[src/rtl/hazard_unit.sv]
// Pipeline hazard unit: tracks the destinations of in-flight instructions in
// EX/MEM/WB/RET and drives the registered forwarding selects for operand A/B.
// It also drives the combinational stall, flush_id and bubble_ex controls.
// Optional feature: define HAZARD_UNIT_STATS_EN to add saturating stall/flush
// event counters (stall_count, flush_count).
module hazard_unit #(
    parameter int REG_ADDR_SIZE = 5
) (
    input  logic                     clk,
    input  logic                     rst_n,
    input  logic                     id_valid,
    input  logic [REG_ADDR_SIZE-1:0] id_rs1,
    input  logic [REG_ADDR_SIZE-1:0] id_rs2,
    input  logic                     id_use_rs1,
    input  logic                     id_use_rs2,
    input  logic [REG_ADDR_SIZE-1:0] id_rd,
    input  logic                     id_reg_write,
    input  logic                     id_mem_read,
    input  logic                     branch_taken,
    input  logic                     mem_busy,
    output logic [1:0]               fwd_a_sel,
    output logic [1:0]               fwd_b_sel,
    output logic                     stall,
    output logic                     flush_id,
    output logic                     bubble_ex
`ifdef HAZARD_UNIT_STATS_EN
    ,
    output logic [31:0]              stall_count,
    output logic [31:0]              flush_count
`endif
);

    localparam int NUM_STAGES = 4;  // 0=EX, 1=MEM, 2=WB, 3=RET

    localparam logic [1:0] SEL_RF  = 2'b00;
    localparam logic [1:0] SEL_WB  = 2'b01;
    localparam logic [1:0] SEL_MEM = 2'b10;
    localparam logic [1:0] SEL_RET = 2'b11;

    typedef struct packed {
        logic                     valid;
        logic [REG_ADDR_SIZE-1:0] rd;
        logic                     reg_write;
        logic                     mem_read;
    } trk_t;

    trk_t trk_q [NUM_STAGES];
    trk_t trk_d [NUM_STAGES];

    logic [1:0] fwd_a_sel_q, fwd_a_sel_d;
    logic [1:0] fwd_b_sel_q, fwd_b_sel_d;

    logic [NUM_STAGES-1:0] hit_a;
    logic [NUM_STAGES-1:0] hit_b;
    logic [1:0]            sel_a;
    logic [1:0]            sel_b;
    logic                  load_use;

    // A stage only produces a forwardable value for a real, non-x0 write.
    function automatic logic src_hit(input trk_t s, input logic use_src,
                                     input logic [REG_ADDR_SIZE-1:0] rs);
        return use_src && s.valid && s.reg_write &&
               (s.rd != '0) && (s.rd == rs);
    endfunction

    // Youngest producer wins. A producer already in RET has written the
    // register file by the time the consumer reads it, so it maps to 00.
    function automatic logic [1:0] pick_sel(input logic [NUM_STAGES-1:0] h);
        if (h[0])      return SEL_MEM;
        else if (h[1]) return SEL_WB;
        else if (h[2]) return SEL_RET;
        else           return SEL_RF;
    endfunction

    genvar gi;
    generate
        for (gi = 0; gi < NUM_STAGES; gi++) begin : g_hit
            assign hit_a[gi] = src_hit(trk_q[gi], id_use_rs1, id_rs1);
            assign hit_b[gi] = src_hit(trk_q[gi], id_use_rs2, id_rs2);
        end
    endgenerate

    // Forwarding choice and load-use detection for the instruction in ID.
    always_comb begin
        sel_a    = id_valid ? pick_sel(hit_a) : SEL_RF;
        sel_b    = id_valid ? pick_sel(hit_b) : SEL_RF;
        load_use = id_valid && trk_q[0].mem_read && (hit_a[0] || hit_b[0]);
    end

    // Pipeline controls; freeze dominates redirect, redirect dominates load-use.
    always_comb begin
        stall     = rst_n && (mem_busy || (load_use && !branch_taken));
        flush_id  = rst_n && !mem_busy && branch_taken;
        bubble_ex = rst_n && !mem_busy && (branch_taken || load_use);
    end

    // Next tracker contents and next forwarding selects.
    always_comb begin
        for (int i = 0; i < NUM_STAGES; i++) begin
            trk_d[i] = trk_q[i];
        end
        fwd_a_sel_d = fwd_a_sel_q;
        fwd_b_sel_d = fwd_b_sel_q;
        if (!mem_busy) begin
            for (int i = 1; i < NUM_STAGES; i++) begin
                trk_d[i] = trk_q[i-1];
            end
            if (branch_taken || load_use) begin
                trk_d[0]    = '0;
                fwd_a_sel_d = SEL_RF;
                fwd_b_sel_d = SEL_RF;
            end else begin
                trk_d[0].valid     = id_valid;
                trk_d[0].rd        = id_rd;
                trk_d[0].reg_write = id_reg_write;
                trk_d[0].mem_read  = id_mem_read;
                fwd_a_sel_d        = sel_a;
                fwd_b_sel_d        = sel_b;
            end
        end
    end

    // Tracker and select registers.
    always_ff @(posedge clk or negedge rst_n) begin
        if (!rst_n) begin
            for (int i = 0; i < NUM_STAGES; i++) begin
                trk_q[i] <= '0;
            end
            fwd_a_sel_q <= SEL_RF;
            fwd_b_sel_q <= SEL_RF;
        end else begin
            for (int i = 0; i < NUM_STAGES; i++) begin
                trk_q[i] <= trk_d[i];
            end
            fwd_a_sel_q <= fwd_a_sel_d;
            fwd_b_sel_q <= fwd_b_sel_d;
        end
    end

    assign fwd_a_sel = fwd_a_sel_q;
    assign fwd_b_sel = fwd_b_sel_q;

`ifdef HAZARD_UNIT_STATS_EN
    logic [31:0] stall_count_q, stall_count_d;
    logic [31:0] flush_count_q, flush_count_d;

    // Saturating event counters; frozen cycles are not counted.
    always_comb begin
        stall_count_d = stall_count_q;
        flush_count_d = flush_count_q;
        if (!mem_busy && load_use && !branch_taken && (stall_count_q != '1)) begin
            stall_count_d = stall_count_q + 32'd1;
        end
        if (!mem_busy && branch_taken && (flush_count_q != '1)) begin
            flush_count_d = flush_count_q + 32'd1;
        end
    end

    // Counter registers.
    always_ff @(posedge clk or negedge rst_n) begin
        if (!rst_n) begin
            stall_count_q <= '0;
            flush_count_q <= '0;
        end else begin
            stall_count_q <= stall_count_d;
            flush_count_q <= flush_count_d;
        end
    end

    assign stall_count = stall_count_q;
    assign flush_count = flush_count_q;
`endif

endmodule

[config.mk]
export PLATFORM = sky130hd
export DESIGN_NAME = hazard_unit
export DESIGN_NICKNAME = d
export VERILOG_FILES = /design/src/rtl/hazard_unit.sv
export SDC_FILE = /design/constraint.sdc
export NUM_CORES = 1
export LEC_CHECK = 0
export CORE_MARGIN = 2
export CORE_UTILIZATION = 54
export DETAILED_ROUTE_END_ITERATION = 8
export PLACE_DENSITY = 0.82
export SLEW_MARGIN = 25
export SYNTH_ARGS = -nofsm -noshare
export SYNTH_HDL_FRONTEND = slang
export SYNTH_SLANG_ARGS = --single-unit
[constraint.sdc]
create_clock -name clk -period 4.9 [get_ports clk]
set_input_delay 0.98 -clock clk [delete_from_list [all_inputs] [get_ports clk]]
set_output_delay 0.98 -clock clk [all_outputs]
set_load 0.005 [all_outputs]
# After elaboration in Yosys (flattened, before gate mapping)
# Index checks and enable logic that the tools add are counted.
[totals] register_bits=26 input_bits=24 output_inout_bits=7 word_cells=68
[classes] n_eq_ne=6 mux=11 reduce_logical=39
[op_table] cell="$logic_and 1x1->1" count=31
[op_table] cell="$eq 5x5->1" count=6
[op_table] cell="$mux 2" count=10
[op_table] cell="$reduce_bool 5->1" count=3
[op_table] cell="$mux 8" count=1
[op_table] cell="$logic_or 1x1->1" count=3
[op_table] cell="$logic_not 1->1" count=2

# Logic depth before layout (Yosys ltp)
[depth] word_depth=9 depth_mapped=6

# Least setup slack after synthesis
# OpenSTA, ideal clock, no wires.
[synth_timing] path_kind="in2out" startpoint="in id_rs1[0]" endpoint="out bubble_ex" arrival_ns=1.974 required_time_ns=3.920 setup_slack_ns=1.946 path_stages=5 cell_sequence="xnor2_1 nand4_1 nor4_2 o21ai_2 a21oi_1"
[synth_between] elab_chain_len=6
[synth_rtl] element="start: declaration" line_no="12" source="input logic [REG_ADDR_SIZE-1:0] id_rs1,"
[synth_rtl] element="$eq 5x5->1" line_no="63" source="(s.rd != '0) && (s.rd == rs);"
[synth_rtl] element="$logic_and 1x1->1" line_no="63"
[synth_rtl] element="$logic_or 1x1->1" line_no="87" source="load_use = id_valid && trk_q[0].mem_read && (hit_a[0] || hit_b[0]);"
[synth_rtl] element="$logic_and 1x1->1" line_no="87"
[synth_rtl] element="$logic_or 1x1->1" line_no="94" source="bubble_ex = rst_n && !mem_busy && (branch_taken || load_use);"
[synth_rtl] element="$logic_and 1x1->1" line_no="94"
[synth_rtl] element="end: declaration" line_no="25" source="output logic bubble_ex"
# No other way between the ends.

# Final worst setup path
[layout_timing] startpoint="in id_rs1[0]" endpoint="out stall"
[layout_between] elab_chain_len=7
[layout_rtl] element="$eq 5x5->1" line_no="63"
[layout_rtl] element="$logic_and 1x1->1" line_no="63"
[layout_rtl] element="$logic_or 1x1->1" line_no="87"
[layout_rtl] element="$logic_and 1x1->1" line_no="87"
[layout_rtl] element="$logic_and 1x1->1" line_no="92" source="stall = rst_n && (mem_busy || (load_use && !branch_taken));"
[layout_rtl] element="$logic_or 1x1->1" line_no="92"
[layout_rtl] element="$logic_and 1x1->1" line_no="92"
[layout_rtl] element="end: declaration" line_no="23" source="output logic stall,"
# No other way between the ends.

==> results.toml <==
[outcome]
status = "completed"

[global_routing]
antenna_found_initial = 0
grt-ovfl-total = 0
grt_pass1_vias = 1240
grt.total_usage = 0.243
grt_pass1_wl_mm = 5.87
grt_start_max_net_pins = 32

[worst_setup_path]
max_stage_delay_ps = 560
path_max_fanout = 4
cp_top_family = "buffers and inverters"
path_common_cell = "clkdlybuf4s50_1"
endpoint_kind = "primary output"
crit_type = "in -> out"
critPathSlowestCell = "clkdlybuf4s50_1"
worstPathArrival_ps = 3390
path_cells = "clkdlybuf4s50_1, xnor2_1, nand4_1, nor4_2, o211ai_1, a21boi_0, clkdlybuf4s50_1"
cp-startpoint = "id_rs1[0]"
cp.required_ps = 3920
r2r_start = "trk_q[26]$_DFFE_PN0N_"
startpoint_type = "input pin"
crit_buf_inv = 2

[placed_design]
dp_cells = 192
io_buffers = 30
pre_cts_slack_ps = 620
dp_hpwl_mm = 2.74
place_congestion = 0.871

[flow_run]
max-cap-violations = 0

[sta]
clock.fmax_mhz = 229
fin_crit_ps = 4370
hold_viol = 0
postLayoutSetupSlackWorst_ps = 529
worst_slew_pin_slew_ps = 560
tns_ps = 0
rsz0062_at_grt = "no"
final-setup-viol-count = 0
slew-limit-headroom = 0.624
drv_slew = 0
clock_skew_ps = 1.37
period_share = 0.892

[power_and_ir_drop]
vdd_drop_max_mv = 0.217
p_total_mw = 0.489
p_per_area_nw_per_um2 = 263
p_leak_nw = 0.749

[finish]
diodes = 0
nets = 190
synthToLayoutAreaGrowth_pct = 25.2
stdcell_count = 196
final_layout_size_suffix_gt1_frac = 0.145

[clock_network]
cts_num_sinks = 26
post_cts_resized = 0
hold_buffers = 0
cts-root-buf = "clkbuf_4"
cts_tree = "done"
cts_max_path_buffers = 2
clk_pin_slew_ps = 140
postCtsSetupBuffers = 0
insertion_delay_ps = 330
numCtsBuffers = 3
cts_max_level = 1

[synth]
synth_edf_count = 0
yosysTopAreaCell = "dfrtp_1"
synth_nets = 157
synthCells = 133
synthDistinctLibCells = 36
ys_warn_count = 0
ys_seq_elements = 26
ys.flop_type = "dfrtp_1"
synth_top_area_frac = 0.438
post-synth-top-count-cell = "dfrtp_1"
synth_area_leaders = "dfrtp_1, xnor2_1, mux2_2"
syn_area_um2 = 1490
async_reset_ff_frac = 1.00
synthTopCellsByCount = "dfrtp_1, xnor2_1, mux2_2, xor2_1"
seq_area_frac_synth = 0.438
syn_area_per_cell_um2 = 11.2

[die]
io_pins = 31
die_x_um = 56.5
die_area_um2 = 3190
num_rows = 19
die-height_um = 56.5
start_util = 0.553
fp.coreArea_um2 = 2690

[routing]
wl_mm = 3.58
ant_nets = 0
drc = 0
vias = 1200
firstDrtPassIters = 5
drt-initial-drc-count = 53
vias_per_cell = 6.12
post_drt_wl_per_cell_um = 18.3

[min_path]
hold_start = "fwd_a_sel[0]$_DFFE_PN0N_"
hold_path.class = "reg -> reg"
==> power breakdown <==
group | leakage (nW) | internal [mW] | switching [mW]
Sequential | 0.341 | 0.235 | 0.0302
Clock | 0.0210 | 0.0456 | 0.0645
Combinational | 0.387 | 0.0672 | 0.0464
Total | 0.749 | 0.348 | 0.141
==> tightest hold or removal path, delay by kind of cell, from the launching register on <==
family / cells / cell delay (ps)
DFF: 1 / 370
and+or+nand+nor: 1 / 70
AOI/OAI and AO/OA: 1 / 50
==> per-stage QoR <==
| step | hold WS (ps) | util | cell area, um^2 |
|---|---|---|---|
| floorplan | 467 | - | 1490 |
| global placement | 475 | 0.679 | 1820 |
| detailed placement | 485 | 0.679 | 1820 |
| CTS | 517 | 0.693 | 1860 |
| global route | 535 | 0.693 | 1860 |
| finish | 507 | 0.693 | 1860 |
==> kinds of logic (layout without fill, tap and decap cells) <==
family	after synthesis	in the layout	synth area share
muxes	14	14	0.106
xor gates and xnor gates	30	30	0.177
buffers and inverters	7	39	0.0185
DFF	26	26	0.438
and+or+nand+nor	33	33	0.125
AOI/OAI and AO/OA	23	23	0.136
==> cells in the final DEF (no fill, tap or decap), types with 2 or more instances in the layout <==
master	count
a211oi_1	4
buf_4	2
xor2_1	9
nand4_1	7
xnor2_1	21
clkbuf_4	3
dfrtp_1	26
inv_1	3
nor2_1	6
nor4_1	3
nand2_1	7
clkdlybuf4s50_1	30
a32o_1	7
mux2_2	14
==> layout make-up <==
class / instances / area, um^2
fill: 199 / 826
timing repair buffer: 32 / 315
tap: 31 / 38.8
clock buffer: 4 / 36.3
inverter: 3 / 11.3
sequential: 26 / 651
multi-input combinational: 100 / 808
==> sequential cells by signal, summed over array words and instances (netlist names) <==
name and flops:
fwd_a_sel 2, fwd_b_sel 2, trk_q 22
==> final timing paths <==
check | to | depth (start not counted) | slack (ps)
setup / recovery | stall | 7 | 530
hold / removal | fwd_a_sel[0]$_DFFE_PN0N_ | 2 | 510
setup reg to reg | trk_q[29]$_DFFE_PN0N_ | 5 | 2840
hold reg to reg | fwd_a_sel[0]$_DFFE_PN0N_ | 2 | 510
max in group asynchronous | trk_q[19]$_DFFE_PN0N_ | 2 | 3470
min in group asynchronous | trk_q[24]$_DFFE_PN0N_ | 1 | 860
==> routing by layer <==
metal / global-route usage / part of all wire
met1: 0.312 / 0.45
met2: 0.414 / 0.51
met3: 0.0392 / 0.032
met4: 0.0816 / 0.016
met5: 0 / 0
Note: power is estimated with default switching activity, not from simulation.
